`config.mk`:
```
export PLATFORM = sky130hd
export DESIGN_NAME = memory_access
export DESIGN_NICKNAME = d
export VERILOG_FILES = /design/src/rtl/memory_access.sv
export SDC_FILE = /design/constraint.sdc
export NUM_CORES = 1
export LEC_CHECK = 0
export CORE_MARGIN = 5
export CORE_UTILIZATION = 40
export CTS_CLUSTER_DIAMETER = 60
export DETAILED_ROUTE_END_ITERATION = 8
export PLACE_DENSITY = 0.74
export SLEW_MARGIN = 20
export SYNTH_ARGS = -nofsm -noshare
export SYNTH_HDL_FRONTEND = slang
export SYNTH_SLANG_ARGS = --single-unit
```
`constraint.sdc`:
```
create_clock -name clk -period 2.9 [get_ports clk]
set_input_delay 0.29 -clock clk [delete_from_list [all_inputs] [get_ports clk]]
set_output_delay 0.29 -clock clk [all_outputs]
set_load 0.05 [all_outputs]
```
`src/rtl/memory_access.sv`:
```
`default_nettype none
// ============================================================================
// Module      : memory_access
// Description : Memory stage of the interpolation ASIP. Scalar (1 beat) or
//               vector (LANES beats) load/store over a 32-bit ready-handshake
//               port, stalling EX while busy; registered results feed
//               writeback and EX forwarding.
// Revision    : 1.0 - initial release
// ============================================================================
module memory_access #(
    parameter int DATA_W = 32,
    parameter int LANES  = 4,
    parameter int REG_W  = 4
) (
    input  logic                      clk,
    input  logic                      rst,
    input  logic                      ex_valid,
    input  logic                      ex_mem_read,
    input  logic                      ex_mem_write,
    input  logic                      ex_vector,
    input  logic                      ex_reg_write,
    input  logic [REG_W-1:0]          ex_rd,
    input  logic [DATA_W-1:0]         ex_alu_result,
    input  logic [DATA_W-1:0]         ex_write_data,
    input  logic [DATA_W*LANES-1:0]   ex_valu_result,
    output logic                      stall,
    output logic                      mem_req,
    output logic                      mem_we,
    output logic [DATA_W-1:0]         mem_addr,
    output logic [DATA_W-1:0]         mem_wdata,
    input  logic [DATA_W-1:0]         mem_rdata,
    input  logic                      mem_ready,
    output logic                      wb_valid,
    output logic                      wb_reg_write,
    output logic                      wb_vector,
    output logic [REG_W-1:0]          wb_rd,
    output logic [DATA_W-1:0]         wb_data,
    output logic [DATA_W*LANES-1:0]   wb_vdata
);

    localparam int                BEAT_W    = (LANES > 1) ? $clog2(LANES) : 1;
    localparam logic [BEAT_W-1:0] LAST_BEAT = BEAT_W'(LANES - 1);
    localparam logic [0:0]        S_IDLE    = 1'b0;
    localparam logic [0:0]        S_BUSY    = 1'b1;

    logic [0:0]                    state_q, state_d;
    logic [BEAT_W-1:0]             beat_q, beat_d;
    logic                          we_q, we_d;
    logic                          vec_q, vec_d;
    logic                          rw_q, rw_d;
    logic [REG_W-1:0]              rd_q, rd_d;
    logic [LANES-1:0][DATA_W-1:0]  vst_q, vst_d;
    logic [LANES-1:0][DATA_W-1:0]  lbuf_q, lbuf_d;
    logic                          mem_req_q, mem_req_d;
    logic [DATA_W-1:0]             mem_addr_q, mem_addr_d;
    logic [DATA_W-1:0]             mem_wdata_q, mem_wdata_d;
    logic                          wb_valid_q, wb_valid_d;
    logic                          wb_reg_write_q, wb_reg_write_d;
    logic                          wb_vector_q, wb_vector_d;
    logic [REG_W-1:0]              wb_rd_q, wb_rd_d;
    logic [DATA_W-1:0]             wb_data_q, wb_data_d;
    logic [LANES-1:0][DATA_W-1:0]  wb_vdata_q, wb_vdata_d;

    logic                          w_accept;
    logic                          w_last;
    logic [BEAT_W-1:0]             w_next_beat;

    assign w_accept    = ex_valid && (state_q == S_IDLE);
    assign w_last      = !vec_q || (beat_q == LAST_BEAT);
    assign w_next_beat = beat_q + 1'b1;

    always_comb begin
        state_d        = state_q;
        beat_d         = beat_q;
        we_d           = we_q;
        vec_d          = vec_q;
        rw_d           = rw_q;
        rd_d           = rd_q;
        vst_d          = vst_q;
        lbuf_d         = lbuf_q;
        mem_req_d      = mem_req_q;
        mem_addr_d     = mem_addr_q;
        mem_wdata_d    = mem_wdata_q;
        wb_valid_d     = 1'b0;
        wb_reg_write_d = wb_reg_write_q;
        wb_vector_d    = wb_vector_q;
        wb_rd_d        = wb_rd_q;
        wb_data_d      = wb_data_q;
        wb_vdata_d     = wb_vdata_q;

        case (state_q)
            S_IDLE: begin
                if (w_accept) begin
                    if (ex_mem_read || ex_mem_write) begin
                        // A set read bit wins over write; stores never write a register
                        state_d     = S_BUSY;
                        beat_d      = '0;
                        mem_req_d   = 1'b1;
                        we_d        = ex_mem_write && !ex_mem_read;
                        vec_d       = ex_vector;
                        rw_d        = ex_mem_read ? ex_reg_write : 1'b0;
                        rd_d        = ex_rd;
                        vst_d       = ex_valu_result;
                        mem_addr_d  = {ex_alu_result[DATA_W-1:2], 2'b00};
                        mem_wdata_d = ex_vector ? ex_valu_result[DATA_W-1:0] : ex_write_data;
                    end else begin
                        wb_valid_d     = 1'b1;
                        wb_reg_write_d = ex_reg_write;
                        wb_vector_d    = ex_vector;
                        wb_rd_d        = ex_rd;
                        wb_data_d      = ex_alu_result;
                        wb_vdata_d     = ex_valu_result;
                    end
                end
            end
            S_BUSY: begin
                if (mem_ready) begin
                    if (!we_q) begin
                        if (vec_q) lbuf_d[beat_q] = mem_rdata;
                        else       wb_data_d      = mem_rdata;
                    end
                    if (w_last) begin
                        state_d        = S_IDLE;
                        mem_req_d      = 1'b0;
                        wb_valid_d     = 1'b1;
                        wb_reg_write_d = rw_q;
                        wb_vector_d    = vec_q;
                        wb_rd_d        = rd_q;
                        // Vector loads publish all lanes together at retirement
                        if (!we_q && vec_q) wb_vdata_d = lbuf_d;
                    end else begin
                        beat_d      = w_next_beat;
                        mem_addr_d  = mem_addr_q + DATA_W'(4);
                        mem_wdata_d = vst_q[w_next_beat];
                    end
                end
            end
            default: state_d = S_IDLE;
        endcase
    end

    always_ff @(posedge clk or negedge rst) begin
        if (!rst) begin
            state_q        <= S_IDLE;
            beat_q         <= '0;
            we_q           <= 1'b0;
            vec_q          <= 1'b0;
            rw_q           <= 1'b0;
            rd_q           <= '0;
            vst_q          <= '0;
            lbuf_q         <= '0;
            mem_req_q      <= 1'b0;
            mem_addr_q     <= '0;
            mem_wdata_q    <= '0;
            wb_valid_q     <= 1'b0;
            wb_reg_write_q <= 1'b0;
            wb_vector_q    <= 1'b0;
            wb_rd_q        <= '0;
            wb_data_q      <= '0;
            wb_vdata_q     <= '0;
        end else begin
            state_q        <= state_d;
            beat_q         <= beat_d;
            we_q           <= we_d;
            vec_q          <= vec_d;
            rw_q           <= rw_d;
            rd_q           <= rd_d;
            vst_q          <= vst_d;
            lbuf_q         <= lbuf_d;
            mem_req_q      <= mem_req_d;
            mem_addr_q     <= mem_addr_d;
            mem_wdata_q    <= mem_wdata_d;
            wb_valid_q     <= wb_valid_d;
            wb_reg_write_q <= wb_reg_write_d;
            wb_vector_q    <= wb_vector_d;
            wb_rd_q        <= wb_rd_d;
            wb_data_q      <= wb_data_d;
            wb_vdata_q     <= wb_vdata_d;
        end
    end

    assign stall        = (state_q == S_BUSY);
    assign mem_req      = mem_req_q;
    assign mem_we       = we_q;
    assign mem_addr     = mem_addr_q;
    assign mem_wdata    = mem_wdata_q;
    assign wb_valid     = wb_valid_q;
    assign wb_reg_write = wb_reg_write_q;
    assign wb_vector    = wb_vector_q;
    assign wb_rd        = wb_rd_q;
    assign wb_data      = wb_data_q;
    assign wb_vdata     = wb_vdata_q;

endmodule
`default_nettype wire

```
==> results of run 1 <==
-- flip-flops by register name, summed over array words and instances (netlist names), 2 cells and up --
signal and count:
lbuf_q 128, vst_q 128, wb_vdata 128, mem_wdata 32, wb_data 32, mem_addr 30, rd_q 4, wb_rd 4
beat_q 2
-- final cells by class --
class | instances | share of cell area
Sequential cell | 496 | 0.4056
Multi-Input combinational cell | 1690 | 0.3348
Timing Repair Buffer | 515 | 0.1723
Clock buffer | 71 | 0.04855
Tap cell | 765 | 0.03126
Clock inverter | 27 | 0.006007
Inverter | 9 | 0.001103
Antenna cell | 5 | 0.0004086
-- cells in the final DEF (no fill, tap or decap), drive strengths merged, types with 6 or more instances in the layout --
cell           synthesis  final
clkinv                 0     16
a21oi                221    221
inv                    9     16
nand2                582    582
a22oi                  6      6
clkbuf               123     71
nor4                   6      6
clkdlybuf4s50          0    465
o21ai                171    171
nand3                 14     14
mux4                  32     32
mux2i                190    190
buf                   54     49
nand4                  7      7
dfrtp                496    496
or4                    7      7
nor2                 219    219
and3                   8      8
mux2                 144    144
a311oi                 6      6
-- cell families after synthesis --
family,count (synthesis),synth area share
multiplexers,366,0.1815
flip-flops,496,0.5309
other,1,0.0001604
AO/OA/AOI/OAI,447,0.1035
adder cells (fa/ha/maj),5,0.002676
AND/OR/NAND/NOR,870,0.1481
buffers and inverters,186,0.03313
-- power by group through the flow --
stage	clock network [mW]	logic (mW)	registers (mW)
3_3_place_gp	0	18.8	12.1
5_1_grt	7.02	20.5	12.6
3_5_place_dp	0	19.2	12.3
4_1_cts	6.74	19.3	12.2
6_report	6.59	19.2	12.3
2_1_floorplan	0	7.68	17.0
-- worst reg2reg max path, cell delays in order, from the launching register on --
cell and delay [ns]:
dfrtp_4 0.44, ha_1 0.25, and4b_1 0.33, a21oi_4 0.58
buf_4 0.49, o21ai_0 0.20
-- what timing repair did --
| item | 4_1_cts | 5_1_grt |
|---|---|---|
| hold endpoints to repair | 77 | 0 |
| hold buffers | 1 | 0 |
| resized for setup | 0 | 0 |
-- layer usage --
| layer | vias up | track usage | wire [um] |
|---|---|---|---|
| met5 | - | 0 | 23 |
| met4 | 4 | 0.09340 | 3215 |
| met3 | 177 | 0.04608 | 5671 |
| met2 | 821 | 0.4025 | 38040 |
| met1 | 9635 | 0.2979 | 30040 |
| li1 | 8906 | - | - |
-- path summary, 6_finish.rpt --
| path | slack, ns | cells past startpoint | endpoint |
|---|---|---|---|
| worst min register to register | 0.47 | 2 | vst_q[113] |
| max in group asynchronous | 1.48 | 3 | mem_addr[15] |
| worst max register to register | 0.47 | 5 | mem_wdata[18] |
| min in group asynchronous | 0.31 | 2 | wb_data[25] |
| worst min-delay path | 0.25 | 3 | rd_q[3] |
| worst max-delay path | 0.15 | 2 | stall |
-- per-stage QoR --
stage	utilization	worst slack, ns	area [um2]	hold WS (ns)
floorplan	-	0.2529	23380	-0.005591
detailed placement	0.5004	0.3019	28930	0.3873
CTS	0.5295	0.1356	30610	0.2069
finish	0.5297	0.1532	30620	0.2483
global route	0.5297	0.08067	30620	0.2291
global placement	0.5004	0.3756	28930	0.3705
==> impl_metrics.csv, run 1 <==
group,metric,value,unit
worst_setup_path,critPathMaxStageDelay,0.89,ns
placement,io_buffers,467,
worst_setup_path,cpMaxStageDelayCell,"clkdlybuf4s50_1",
cts,clk_path_buf_depth,3,
sta,setup_viol,0,
worst_setup_path,cp-end-kind,"output port",
power_and_ir_drop,clkPwrFrac,0.173,
power_and_ir_drop,switching_share,0.4561,
routing,viasPerCell,5.462,
power_and_ir_drop,cell_internal_pwr,20.70,mW
grt,grt_overflow_total,0,
floorplan,core-area,0.05781,mm2
routing,ant_nets,0,
worst_setup_path,r2r_start,"beat_q[0]",
cts,post_cts_buffers,0,
floorplan,initial_core_util,0.4044,
synthesis,synth_common_cells,"nand2_1, dfrtp_1, a21oi_1, nor2_1, mux2i_1",
sta,clock_skew,0.01602,ns
finish,area_delta_synth_final,30.97,%
worst_setup_path,crit_chain,"buf_12 -> clkdlybuf4s50_1",
routing,wirelength,76.99,mm
sta,min_period_over_period,0.9472,
floorplan,rows,88,
routing,drc_errors,0,
grt,grt_pass1_wl,118.3,mm
finish,fill_cells,5056,
sta,slew-limit-headroom,0.3672,
worst_setup_path,required,2.61,ns
routing,routedWlPerCell,21.52,um
power_and_ir_drop,p_seq_frac,0.323,
sta,finalHoldViolations,0,
power_and_ir_drop,p_leak,14.29,nW
synthesis,synth_area_leaders,"dfrtp_1, nand2_1, mux2i_1",
synthesis,synth_top_area_share,0.5309,
power_and_ir_drop,comb_power_share,0.504,
worst_setup_path,cp-startpoint,"stall",
power_and_ir_drop,power.switching,17.36,mW
synthesis,synth_edf_count,0,
synthesis,synth_area_leader_cell,"dfrtp_1",
cts,cts_buffers,55,
run,drv_cap,0,
cts,insertion_delay,0.60,ns
floorplan,die_w,251.8,um
routing,initialDrtViolationCount,1524,
sta,slew_violations,0,
grt,grt_pass1_vias,20080,
worst_setup_path,arrival,2.46,ns
synthesis,synth_ff_type,"dfrtp_1",
floorplan,design.die.area,0.06338,mm2
finish,instances_no_fill,3578,
finish,drive_above_1_share,0.1168,
worst_setup_path,criticalPathCategory,"register to output port",
status,status,"finished, final reports clean",
power_and_ir_drop,finalPower,38.06,mW
worst_setup_path,crit_path_max_fanout,90,
finish,seq_area,0.01242,mm2
synthesis,avgSynthCellArea,9.860,um2
sta,rsz0062_at_grt,"no",
placement,place.detailed.hpwl,53.70,mm
worst_setup_path,start_kind,"register",
finish,final_nets,3008,
placement,placed_cells,3474,
synthesis,ys_types,55,
synthesis,ys_async_sr_fraction,1.000,
cts,cts_root_buffer,"clkbuf_16",
cts,clk_pin_slew,0.06,ns
synthesis,ys.warnings.count,0,
worst_setup_path,path_buf_inv,2,
grt,track_usage,0.2361,
synthesis,seq_area_frac_synth,0.5309,
synthesis,syn_inst,2371,
synthesis,synth.most_common_cell,"nand2_1",
placement,routabilityCongestion,0.8896,
floorplan,num_io_pins,470,
sta,fin_setup_tns,0,ns
grt,antenna_found_initial,6,
synthesis,synth_area,0.02338,mm2
cts,cts.htree.levels,2,
min_path,hp-class,"input pin to register",
floorplan,dieHeight,251.8,um
routing,vias,19540,
synthesis,ys_ff_latch,496,
sta,fmax,364.1,MHz
power_and_ir_drop,ir_drop,967.4,uV
min_path,min-delay-start,"ex_rd[3]",
worst_setup_path,crit_family,"buffers and inverters",
grt,grt_max_degree,175,
finish,multi_input_area,0.01025,mm2
routing,dr.pass1.iters,6,
cts,clock_sinks,496,
cts,cts_tree,"built",
sta,fin_crit,2.747,ns
sta,worst_pin_slew,0.9493,ns
power_and_ir_drop,cellPowerDensity,1243,mW/mm2
(Power assumes the default switching activity.)
==> run 2, diff against run 1 <==
Settings changed: CORE_UTILIZATION 40 to 30, PLACE_DENSITY 0.74 to 0.6.
==> run 2 against run 1 <==
Net effect: non-clock buffer count grew 10; sequential share of layout area shrank 1.1 points; cell count is 8.3% higher; total power up 2.7%; count of clock-buffer cells in the layout rose by 14; global-route usage fell by 4.7 points; fmax is 4.7% higher; sequential power barely moved; register-to-register slack better by 0.11 ns; clock skew up 0.0023 ns; via count fell by 3.8%; combinational power about the same; largest cell class unchanged; highest routed layer unchanged.
==> impl_metrics.csv, run 2 (same netlist as run 1, synthesis figures left out) <==
group,metric,value,unit
status,status,"finished, final reports clean",
floorplan,num_io_pins,470,
sta,fmax,381.2,MHz
floorplan,design.die.area,0.08361,mm2
worst_setup_path,cp-startpoint,"stall",
placement,routabilityCongestion,0.8529,
finish,final_nets,3022,
sta,rsz0062_at_grt,"no",
grt,gr-max-usage-layer,"met2",
placement,dpl_worst_slack,0.3428,ns
power_and_ir_drop,p_leak,14.52,nW
worst_setup_path,r2r_start,"beat_q[0]",
worst_setup_path,critPathMaxStageDelay,0.86,ns
sta,fin_setup_tns,0,ns
power_and_ir_drop,p_seq_frac,0.310,
cts,cts_tree,"built",
sta,clock_skew,0.01829,ns
worst_setup_path,criticalPathCategory,"register to output port",
cts,cts.htree.levels,2,
worst_setup_path,arrival,2.33,ns
worst_setup_path,required,2.61,ns
power_and_ir_drop,clkPwrFrac,0.197,
floorplan,die_w,289.2,um
cts,clk_path_buf_depth,3,
power_and_ir_drop,power.switching,17.36,mW
grt,grt_pass1_wl,121.3,mm
worst_setup_path,worst-path-stages,2,
grt,use_met3,0.04241,
cts,insertion_delay,0.61,ns
worst_setup_path,path_buf_inv,2,
floorplan,initial_core_util,0.3023,
worst_setup_path,crit_family,"buffers and inverters",
sta,slew_violations,0,
cts,clk_pin_slew,0.06,ns
worst_setup_path,start_kind,"register",
worst_setup_path,r2r-end,"wb_rd[2]",
power_and_ir_drop,comb_power_share,0.493,
power_and_ir_drop,cell_internal_pwr,21.73,mW
placement,place.detailed.hpwl,56.89,mm
sta,finalHoldViolations,0,
grt,use_met1,0.2445,
finish,drive_above_1_share,0.1234,
sta,worst_pin_slew,1.084,ns
grt,grt_overflow_total,0,
sta,whs,0.2392,ns
grt,track_usage,0.1894,
worst_setup_path,crit_path_max_fanout,22,
floorplan,dieHeight,289.2,um
run,drv_cap,0,
cts,cts_buffers,59,
grt,grt_pass1_vias,18610,
cts,post_cts_resized,0,
floorplan,core-area,0.07734,mm2
cts,holdBufCountCts,1,
worst_setup_path,ff2ff_setup_slack,0.58,ns
worst_setup_path,cp-end-kind,"output port",
grt,antenna_found_initial,11,
worst_setup_path,critical_path.endpoint,"stall",
sta,setup_viol,0,
sta,setup_slack,0.2764,ns
min_path,hp-class,"input pin to register",
sta,min_period_over_period,0.9047,
power_and_ir_drop,switching_share,0.4441,
routing,initialDrtViolationCount,1047,
routing,wirelength,81.34,mm
worst_setup_path,crit_chain,"buf_4 -> clkdlybuf4s50_1",
cts,post_cts_buffers,0,
finish,layout_common_cells,"nand2_1, dfrtp_1, clkdlybuf4s50_1",
floorplan,rows,102,
placement,io_buffers,467,
cts,cts_root_buffer,"clkbuf_16",
routing,viasPerCell,4.850,
power_and_ir_drop,cellPowerDensity,1243,mW/mm2
finish,area_delta_synth_final,34.50,%
routing,drc_errors,0,
sta,fin_crit,2.624,ns
sta,slew-limit-headroom,0.2736,
grt,grt_max_degree,202,
routing,dr.pass1.iters,8,
routing,routedWlPerCell,20.98,um
finish,final_common_cell,"nand2_1",
routing,vias,18800,
routing,ant_nets,0,
grt,use_met2,0.3225,
power_and_ir_drop,ir_drop,698.6,uV
worst_setup_path,reg2reg_depth,4,
cts,clock_sinks,496,
worst_setup_path,cpMaxStageDelayCell,"clkdlybuf4s50_1",
[run 2: how the worst min path moves through the flow]
| stage | cells after the start | slack, ns | start | endpoint |
|---|---|---|---|---|
| floorplan | 0 | -0.006 | rst | beat_q[0] |
| global placement | 1 | 0.38 | rst | rd_q[1] |
| detailed placement | 1 | 0.38 | rst | rd_q[1] |
| CTS | 3 | 0.19 | ex_valu_result[38] | vst_q[38] |
| global route | 3 | 0.22 | ex_valu_result[44] | vst_q[44] |
| finish | 3 | 0.24 | ex_valu_result[106] | vst_q[106] |
[run 2: stage by stage]
step / utilization / cell area, um2 / std cells / power (mW)
global placement: 0.3800 / 29390 / 3759 / 31.38
global route: 0.4065 / 31440 / 3873 / 41.38
CTS: 0.4063 / 31430 / 3869 / 39.50
finish: 0.4066 / 31440 / 3876 / 39.09
floorplan: - / 23380 / 2372 / 24.69
detailed placement: 0.3800 / 29390 / 3759 / 31.64
[run 2: cell type report]
type                            instances  area [um2]
Sequential cell                       496       12420
Inverter                                9       33.78
Clock buffer                           85        1747
Timing Repair Buffer                  525        5390
Tap cell                             1040        1301
Multi-Input combinational cell       1690       10250
Antenna cell                            7       17.52
Clock inverter                         24       284.0
Fill cell                            7621       45900
[run 2: power groups by stage]
stage	clock network, mW	logic, mW	registers, mW
4_1_cts	7.90	19.5	12.1
3_3_place_gp	0	19.3	12.1
5_1_grt	8.20	20.7	12.5
6_report	7.69	19.3	12.1
3_5_place_dp	0	19.5	12.2
2_1_floorplan	0	7.68	17.0
[run 2: worst min-delay path: cells and delay by family]
| kind | cells | cell delay, ns |
|---|---|---|
| buffers and inverters | 1 | 0.42 |
| and+or+nand+nor | 2 | 0.10 |
[run 2: per-layer routing]
metal / vias to the layer above / routed length [um]
li1: 8961 / -
met1: 9216 / 34280
met2: 495 / 39710
met3: 124 / 5142
met4: 4 / 2174
met5: - / 27
